--- config.mk ---
export PLATFORM = sky130hd
export DESIGN_NAME = pipelined_adder
export DESIGN_NICKNAME = d
export VERILOG_FILES = /design/src/rtl/pipelined_adder.sv
export SDC_FILE = /design/constraint.sdc
export NUM_CORES = 1
export LEC_CHECK = 0
export CAP_MARGIN = 0
export CORE_MARGIN = 2
export CORE_UTILIZATION = 54
export DETAILED_ROUTE_END_ITERATION = 16
export PLACE_DENSITY = 0.76
export SETUP_SLACK_MARGIN = 0.3
export SYNTH_ARGS = -nofsm -noshare
export SYNTH_HDL_FRONTEND = slang
export SYNTH_SLANG_ARGS = --single-unit
--- constraint.sdc ---
create_clock -name clk -period 1.73 [get_ports clk]
set_clock_uncertainty 0.2 [all_clocks]
set_input_delay 0.346 -clock clk [delete_from_list [all_inputs] [get_ports clk]]
set_output_delay 0.346 -clock clk [all_outputs]
set_load 0.05 [all_outputs]
--- src/rtl/pipelined_adder.sv ---
// Pipelined WIDTH-bit add/subtract, CHUNK bits per stage, registered carries and valid/ready flow control.
// Define OVERFLOW_FLAG_EN to add the signed-overflow output ovf, aligned with sum.
module pipelined_adder #(
    parameter int WIDTH = 32,
    parameter int CHUNK = 4
) (
    input  logic             clk,
    input  logic             rst_n,
    input  logic             in_valid,
    output logic             in_ready,
    input  logic [WIDTH-1:0] x,
    input  logic [WIDTH-1:0] y,
    input  logic             cin,
    input  logic             sub,
    output logic             out_valid,
    input  logic             out_ready,
    output logic [WIDTH-1:0] sum,
`ifdef OVERFLOW_FLAG_EN
    output logic             ovf,
`endif
    output logic             cout
);

    localparam int STAGES = WIDTH / CHUNK;

    // Index 0 is the operand capture register; stage k (1..STAGES) adds slice k-1.
    // x_q/y_q[k-1] feed stage k, s_q[k-1] and carry_q[k] are what stage k produced.
    logic [STAGES:0]  valid_q, valid_d;
    logic [STAGES:0]  carry_q, carry_d;
    logic [WIDTH-1:0] x_q [STAGES];
    logic [WIDTH-1:0] y_q [STAGES];
    logic [WIDTH-1:0] s_q [STAGES];
    logic [WIDTH-1:0] x_d [STAGES];
    logic [WIDTH-1:0] y_d [STAGES];
    logic [WIDTH-1:0] s_d [STAGES];
    logic             stall;

    function automatic logic [CHUNK:0] add_slice(input logic [CHUNK-1:0] a,
                                                 input logic [CHUNK-1:0] b,
                                                 input logic             c);
        return {1'b0, a} + {1'b0, b} + {{CHUNK{1'b0}}, c};
    endfunction

    assign stall     = valid_q[STAGES] && !out_ready;
    assign in_ready  = !stall;
    assign out_valid = valid_q[STAGES];
    assign sum       = s_q[STAGES-1];
    assign cout      = carry_q[STAGES];

    always_comb begin
        logic [CHUNK:0] part;
        valid_d    = valid_q;
        carry_d    = carry_q;
        x_d        = x_q;
        y_d        = y_q;
        s_d        = s_q;

        valid_d[0] = in_valid;
        carry_d[0] = cin ^ sub;
        x_d[0]     = x;
        y_d[0]     = y ^ {WIDTH{sub}};

        for (int k = 1; k < STAGES; k++) begin
            x_d[k] = x_q[k-1];
            y_d[k] = y_q[k-1];
        end

        for (int k = 1; k <= STAGES; k++) begin
            valid_d[k] = valid_q[k-1];
        end

        part              = add_slice(x_q[0][CHUNK-1:0], y_q[0][CHUNK-1:0], carry_q[0]);
        s_d[0]            = '0;
        s_d[0][CHUNK-1:0] = part[CHUNK-1:0];
        carry_d[1]        = part[CHUNK];

        // Finished low slices ride along untouched so the whole result leaves at once.
        for (int k = 2; k <= STAGES; k++) begin
            part                               = add_slice(x_q[k-1][(k-1)*CHUNK +: CHUNK],
                                                           y_q[k-1][(k-1)*CHUNK +: CHUNK],
                                                           carry_q[k-1]);
            s_d[k-1]                           = s_q[k-2];
            s_d[k-1][(k-1)*CHUNK +: CHUNK]     = part[CHUNK-1:0];
            carry_d[k]                         = part[CHUNK];
        end
    end

    always_ff @(posedge clk or negedge rst_n) begin
        if (!rst_n) begin
            valid_q <= '0;
            carry_q <= '0;
            for (int i = 0; i < STAGES; i++) begin
                x_q[i] <= '0;
                y_q[i] <= '0;
                s_q[i] <= '0;
            end
        end else if (!stall) begin
            valid_q <= valid_d;
            carry_q <= carry_d;
            x_q     <= x_d;
            y_q     <= y_d;
            s_q     <= s_d;
        end
    end

`ifdef OVERFLOW_FLAG_EN
    logic ovf_q;
    logic ovf_d;

    // Carry into the MSB equals a ^ b ^ s at that bit, so overflow needs no extra adder.
    always_comb begin
        ovf_d = x_q[STAGES-1][WIDTH-1] ^ y_q[STAGES-1][WIDTH-1]
              ^ s_d[STAGES-1][WIDTH-1] ^ carry_d[STAGES];
    end

    always_ff @(posedge clk or negedge rst_n) begin
        if (!rst_n) begin
            ovf_q <= 1'b0;
        end else if (!stall) begin
            ovf_q <= ovf_d;
        end
    end

    assign ovf = ovf_q;
`endif

endmodule

== After elaboration in Yosys (flattened, before gate mapping) ==
Index checks and enable logic that the tools add are counted.

* Output and inout port bits: 35
* Memories: 0
* Latch bits: 0
* Register bits: 674
* Input port bits: 70
* Word-level logic and storage cells: 47
* Bits in read-only memories: 0
* RAM bits: 0

* $lt $le $gt $ge: 0
* Bitwise logic cells: 2
* Reduce and logical (&&, ||, !) cells: 3
* Divide/modulo/power cells: 0
* Multiplexer cells: 0
* Multiply operators: 0
* Add/sub/neg operators: 16
* Equality and inequality tests: 0
* Shift operators: 0

{| class="wikitable"
|+ Operators by type and width
! cell !! count
|-
| adder 4 x 4 -> 5 bit || 8
|-
| adder 5 x 1 -> 5 bit || 8
|-
| bitwise XOR 32 bit || 1
|-
| zero test 1 bit || 2
|-
| logical AND 1 bit || 1
|-
| bitwise XOR 1 bit || 1
|}

== Depth between registers and ports, before layout ==
* Depth in word-level cells: 3
* Mapped depth: 7
* Gate-level depth less buffers: 6

== Worst setup path after synthesis ==
Ideal clock, no wire load.

* Path type: register to output
* Start point: register valid_q[8]
* End point: output in_ready
* Path buffers: 3
* Path slack: -148 ps
* Required time: 1,184 ps
* Stages on the path, launching flop included: 6
* Data arrival time: 1,332 ps
* Path through: dfrtp_1 -> nor2b_4 -> buf_6 -> inv_4 -> buf_6 -> buf_6

* Word-level cells in the longest chain between the ends: 2

{| class="wikitable"
|+ Ends and longest elaborated chain
! item !! line !! RTL
|-
| start: declaration || 28 || <nowiki>logic [STAGES:0] valid_q, valid_d;</nowiki>
|-
| start signal: assignment || 98 || <nowiki>valid_q <= valid_d;</nowiki>
|-
| logical AND 1 bit || 44 || <nowiki>assign stall = valid_q[STAGES] && !out_ready;</nowiki>
|-
| zero test 1 bit || -- ||
|-
| end: declaration || 10 || <nowiki>output logic in_ready,</nowiki>
|}

Every way passes these cells.

== Final worst setup path ==
Same ends and word-level chain as after synthesis.

==> metrics <==
register area share after synthesis=61.3%; pre-CTS setup slack=-0.301 ns; TritonCTS sink count=450; Inserted Clock Buffers=45; Critical Setup Path Class=reg -> out; ordered cell list for the critical path=nor2b_4, buf_12, inv_16, buf_12; worst vdd ir=995 µV; area growth from synthesis to layout=37.0%; number of enable flip-flop cells after synthesis=0; average footprint of a synthesized cell=9.29 µm²; TritonCTS clock tree=built; failing checks=setup timing; fin util=75.1%; number of nets in the layout=2310; cell occurring most often along the worst timing path=sky130_fd_sc_hd__buf_12; power density cells=1950 nW/µm²; Post-DRT Antenna Nets=0; maximum number of pins on one net before global-route repair=76; CTS root buf=sky130_fd_sc_hd__clkbuf_16; run status=finished with violations; Setup Viol. Count Final=365; area enclosed by the die boundary=35500 µm²; number of hold-slack violations in the final timing report=0; Post-synth ARST share=100%; gr ovfl total=0; category of the worst setup path capture point=output pin; Top Family by Delay on Critical Path=flip-flops; top cell types by occurrence after synthesis=sky130_fd_sc_hd__nand2_1, sky130_fd_sc_hd__dfrtp_1, sky130_fd_sc_hd__o21ai_0; first-pass GRT wire length=64.2 mm; RSZ-0062 raised after global routing=yes; post-synthesis cell type with the largest combined area=sky130_fd_sc_hd__dfrtp_1; number of instances in the synthesized netlist=1978; setup tns final=-43.67 ns; flip-flop and latch count after synthesis=450; largest fanout on the critical path=2; Critical Path Max Stage Delay=0.40 ns; most repeated cell in the gate-level netlist after synthesis=sky130_fd_sc_hd__nand2_1; fraction of layout cells with a size suffix above 1=27.9%; Cell Count, Final, Fillers Out=2679; arrival time of the worst setup path=1.41 ns; fin worst setup slack=-0.222 ns; clock slew at reported path FFs=0.06 ns; antenna violations before repair=0; number of global-route vias before repair=13200; max-slew violation count=0; Required @ worst endpoint=1.18 ns; first drt pass iteration count=6; depth of the CTS H-tree=2; Peak Freq=0.512 GHz; starting utilization of the core area=54.8%; # placed instances=2521; detailed-route via count=14300; Mapped Nets=2088; period utilisation layout=113%; Final Wtd Congestion=0.791; Floorplan Core Area=33500 µm²; Max Buffers Root-to-Sink=3; I/O pin cnt=105; slowest cell on the critical path=sky130_fd_sc_hd__dfrtp_2; dominant register cell in the synthesized netlist=sky130_fd_sc_hd__dfrtp_1; drt via density=5.35; site row count=67; Max-Cap Viols=0; worst slew pin tran=0.461 ns; DRC violation count after routing=0; vertical extent of the die=188 µm; number of port buffers=104; Static Leakage=12.6 nW; wire length after detailed routing=48.2 mm; post-synth top area share=61.3%; source-to-sink clock delay at the later pin of the worst-skew pair=0.55 ns; initial drt markers=1105; biggest area contributors in the synthesized netlist=sky130_fd_sc_hd__dfrtp_1, sky130_fd_sc_hd__nand2_1, sky130_fd_sc_hd__buf_6; max-slew headroom at the worst pin=69.1%; clock period minus worst slack=1.95 ns; GRT Total Usage=22.0%; number of library cell types mapped by synthesis=26; Routed WL per cell=18.0 µm; number of synthesis warnings=0; antenna cells=0; worst hold slack across all endpoints=0.0914 ns; Mapped Area=18400 µm²; detailed-placement wirelength estimate=23.4 mm; width of the die=188 µm; CP startpoint kind=flop; path class of the lowest-slack min-delay path=in -> async; Buffers & Inverters on Critical Path=3
-- area by class of cell --
cell class                 count  area (µm²)
timing repair inverter         1        8.76
multi-input combinational   1397        7500
timing repair buffer         277        4230
tap                          448         561
fill                        1932        8370
clock buffer                  65        1290
sequential                   450       11300
clock inverter                13         181
inverter                      28         121
-- where the power goes --
| part | switching [mW] | internal, mW | total (mW) |
|---|---|---|---|
| clock | 4.07 | 5.78 | 9.85 |
| sequential | 3.96 | 15.3 | 19.3 |
| combinational | 10.5 | 9.42 | 19.9 |
| total | 18.5 | 30.5 | 49.0 |
-- state kept, by name (all words and copies together), names as in the netlist --
name / flops
carry_q: 9
s_d: 112
sum: 32
valid_q: 9
x_d: 140
x_q: 4
y_d: 140
y_q: 4
-- logic make-up after synthesis --
kind of cell    share of synthesized area, %
simple gates                            24.9
xor+xnor                                2.24
buf+inv                                 4.98
fa+ha+maj                               3.38
flops                                   61.3
compound gates                          3.23
-- worst paths after layout --
| check | from | to | slack (ns) | depth (start not counted) |
|---|---|---|---|---|
| worst max-delay path | valid_q[8] | in_ready | -0.22 | 4 |
| worst min-delay path | rst_n | x_d[83] | 0.09 | 2 |
| worst max register to register | valid_q[8] | y_d[93] | -0.20 | 10 |
| worst min register to register | s_d[18] | s_d[18] | 0.26 | 2 |
| max in group asynchronous | rst_n | valid_q[8] | 0.52 | 3 |
| min in group clk | x[16] | x_d[208] | 0.13 | 3 |
-- what timing repair did --
action | CTS | global route
setup buffers | 22 | 12
pin swaps | 38 | 198
hold buffers | 1 | 0
cloned | 12 | 33
gates resized for setup | 63 | 423
endpoints found under the hold margin | 357 | 0
endpoints found under the setup margin | 478 | 485
-- cells in the final DEF, fill, tap and decap left out, types with 5 or more instances in the layout --
cell type,n
sky130_fd_sc_hd__nand2_1,892
sky130_fd_sc_hd__buf_8,20
sky130_fd_sc_hd__buf_4,59
sky130_fd_sc_hd__nor2_1,13
sky130_fd_sc_hd__nor2_2,6
sky130_fd_sc_hd__a21o_1,7
sky130_fd_sc_hd__clkdlybuf4s50_1,67
sky130_fd_sc_hd__dfrtp_1,446
sky130_fd_sc_hd__buf_6,7
sky130_fd_sc_hd__o21ai_1,29
sky130_fd_sc_hd__a21oi_1,8
sky130_fd_sc_hd__xor2_1,16
sky130_fd_sc_hd__bufbuf_16,5
sky130_fd_sc_hd__clkbuf_16,75
sky130_fd_sc_hd__clkbuf_8,7
sky130_fd_sc_hd__o21ai_2,5
sky130_fd_sc_hd__inv_1,20
sky130_fd_sc_hd__clkinv_2,6
sky130_fd_sc_hd__ha_1,24
sky130_fd_sc_hd__o21ai_0,32
sky130_fd_sc_hd__xnor2_1,30
sky130_fd_sc_hd__buf_16,10
sky130_fd_sc_hd__a21oi_2,23
sky130_fd_sc_hd__nand2_2,184
sky130_fd_sc_hd__fa_2,16
sky130_fd_sc_hd__buf_12,78
sky130_fd_sc_hd__clkbuf_1,12
sky130_fd_sc_hd__nor2b_1,8
sky130_fd_sc_hd__nor2_4,13
sky130_fd_sc_hd__nand2_4,83
sky130_fd_sc_hd__inv_2,7
-- stage by stage --
step / total power [mW] / cell area [µm²]
3_3_place_gp: 31.9 / 20800
3_5_place_dp: 32.7 / 20800
5_1_grt: 51.6 / 25200
4_1_cts: 44.0 / 23000
6_report: 49.0 / 25200
2_1_floorplan: 27.2 / 18500
-- per-layer routing --
metal / track usage, % / routed length [µm] / up-vias
met5: 0 / 0 / -
met3: 3.71 / 2690 / 146
met1: 29.5 / 18500 / 7141
met2: 37.2 / 25200 / 537
met4: 6.76 / 1770 / 0
li1: - / - / 6504
No activity file was read; power rests on OpenSTA's default activity.
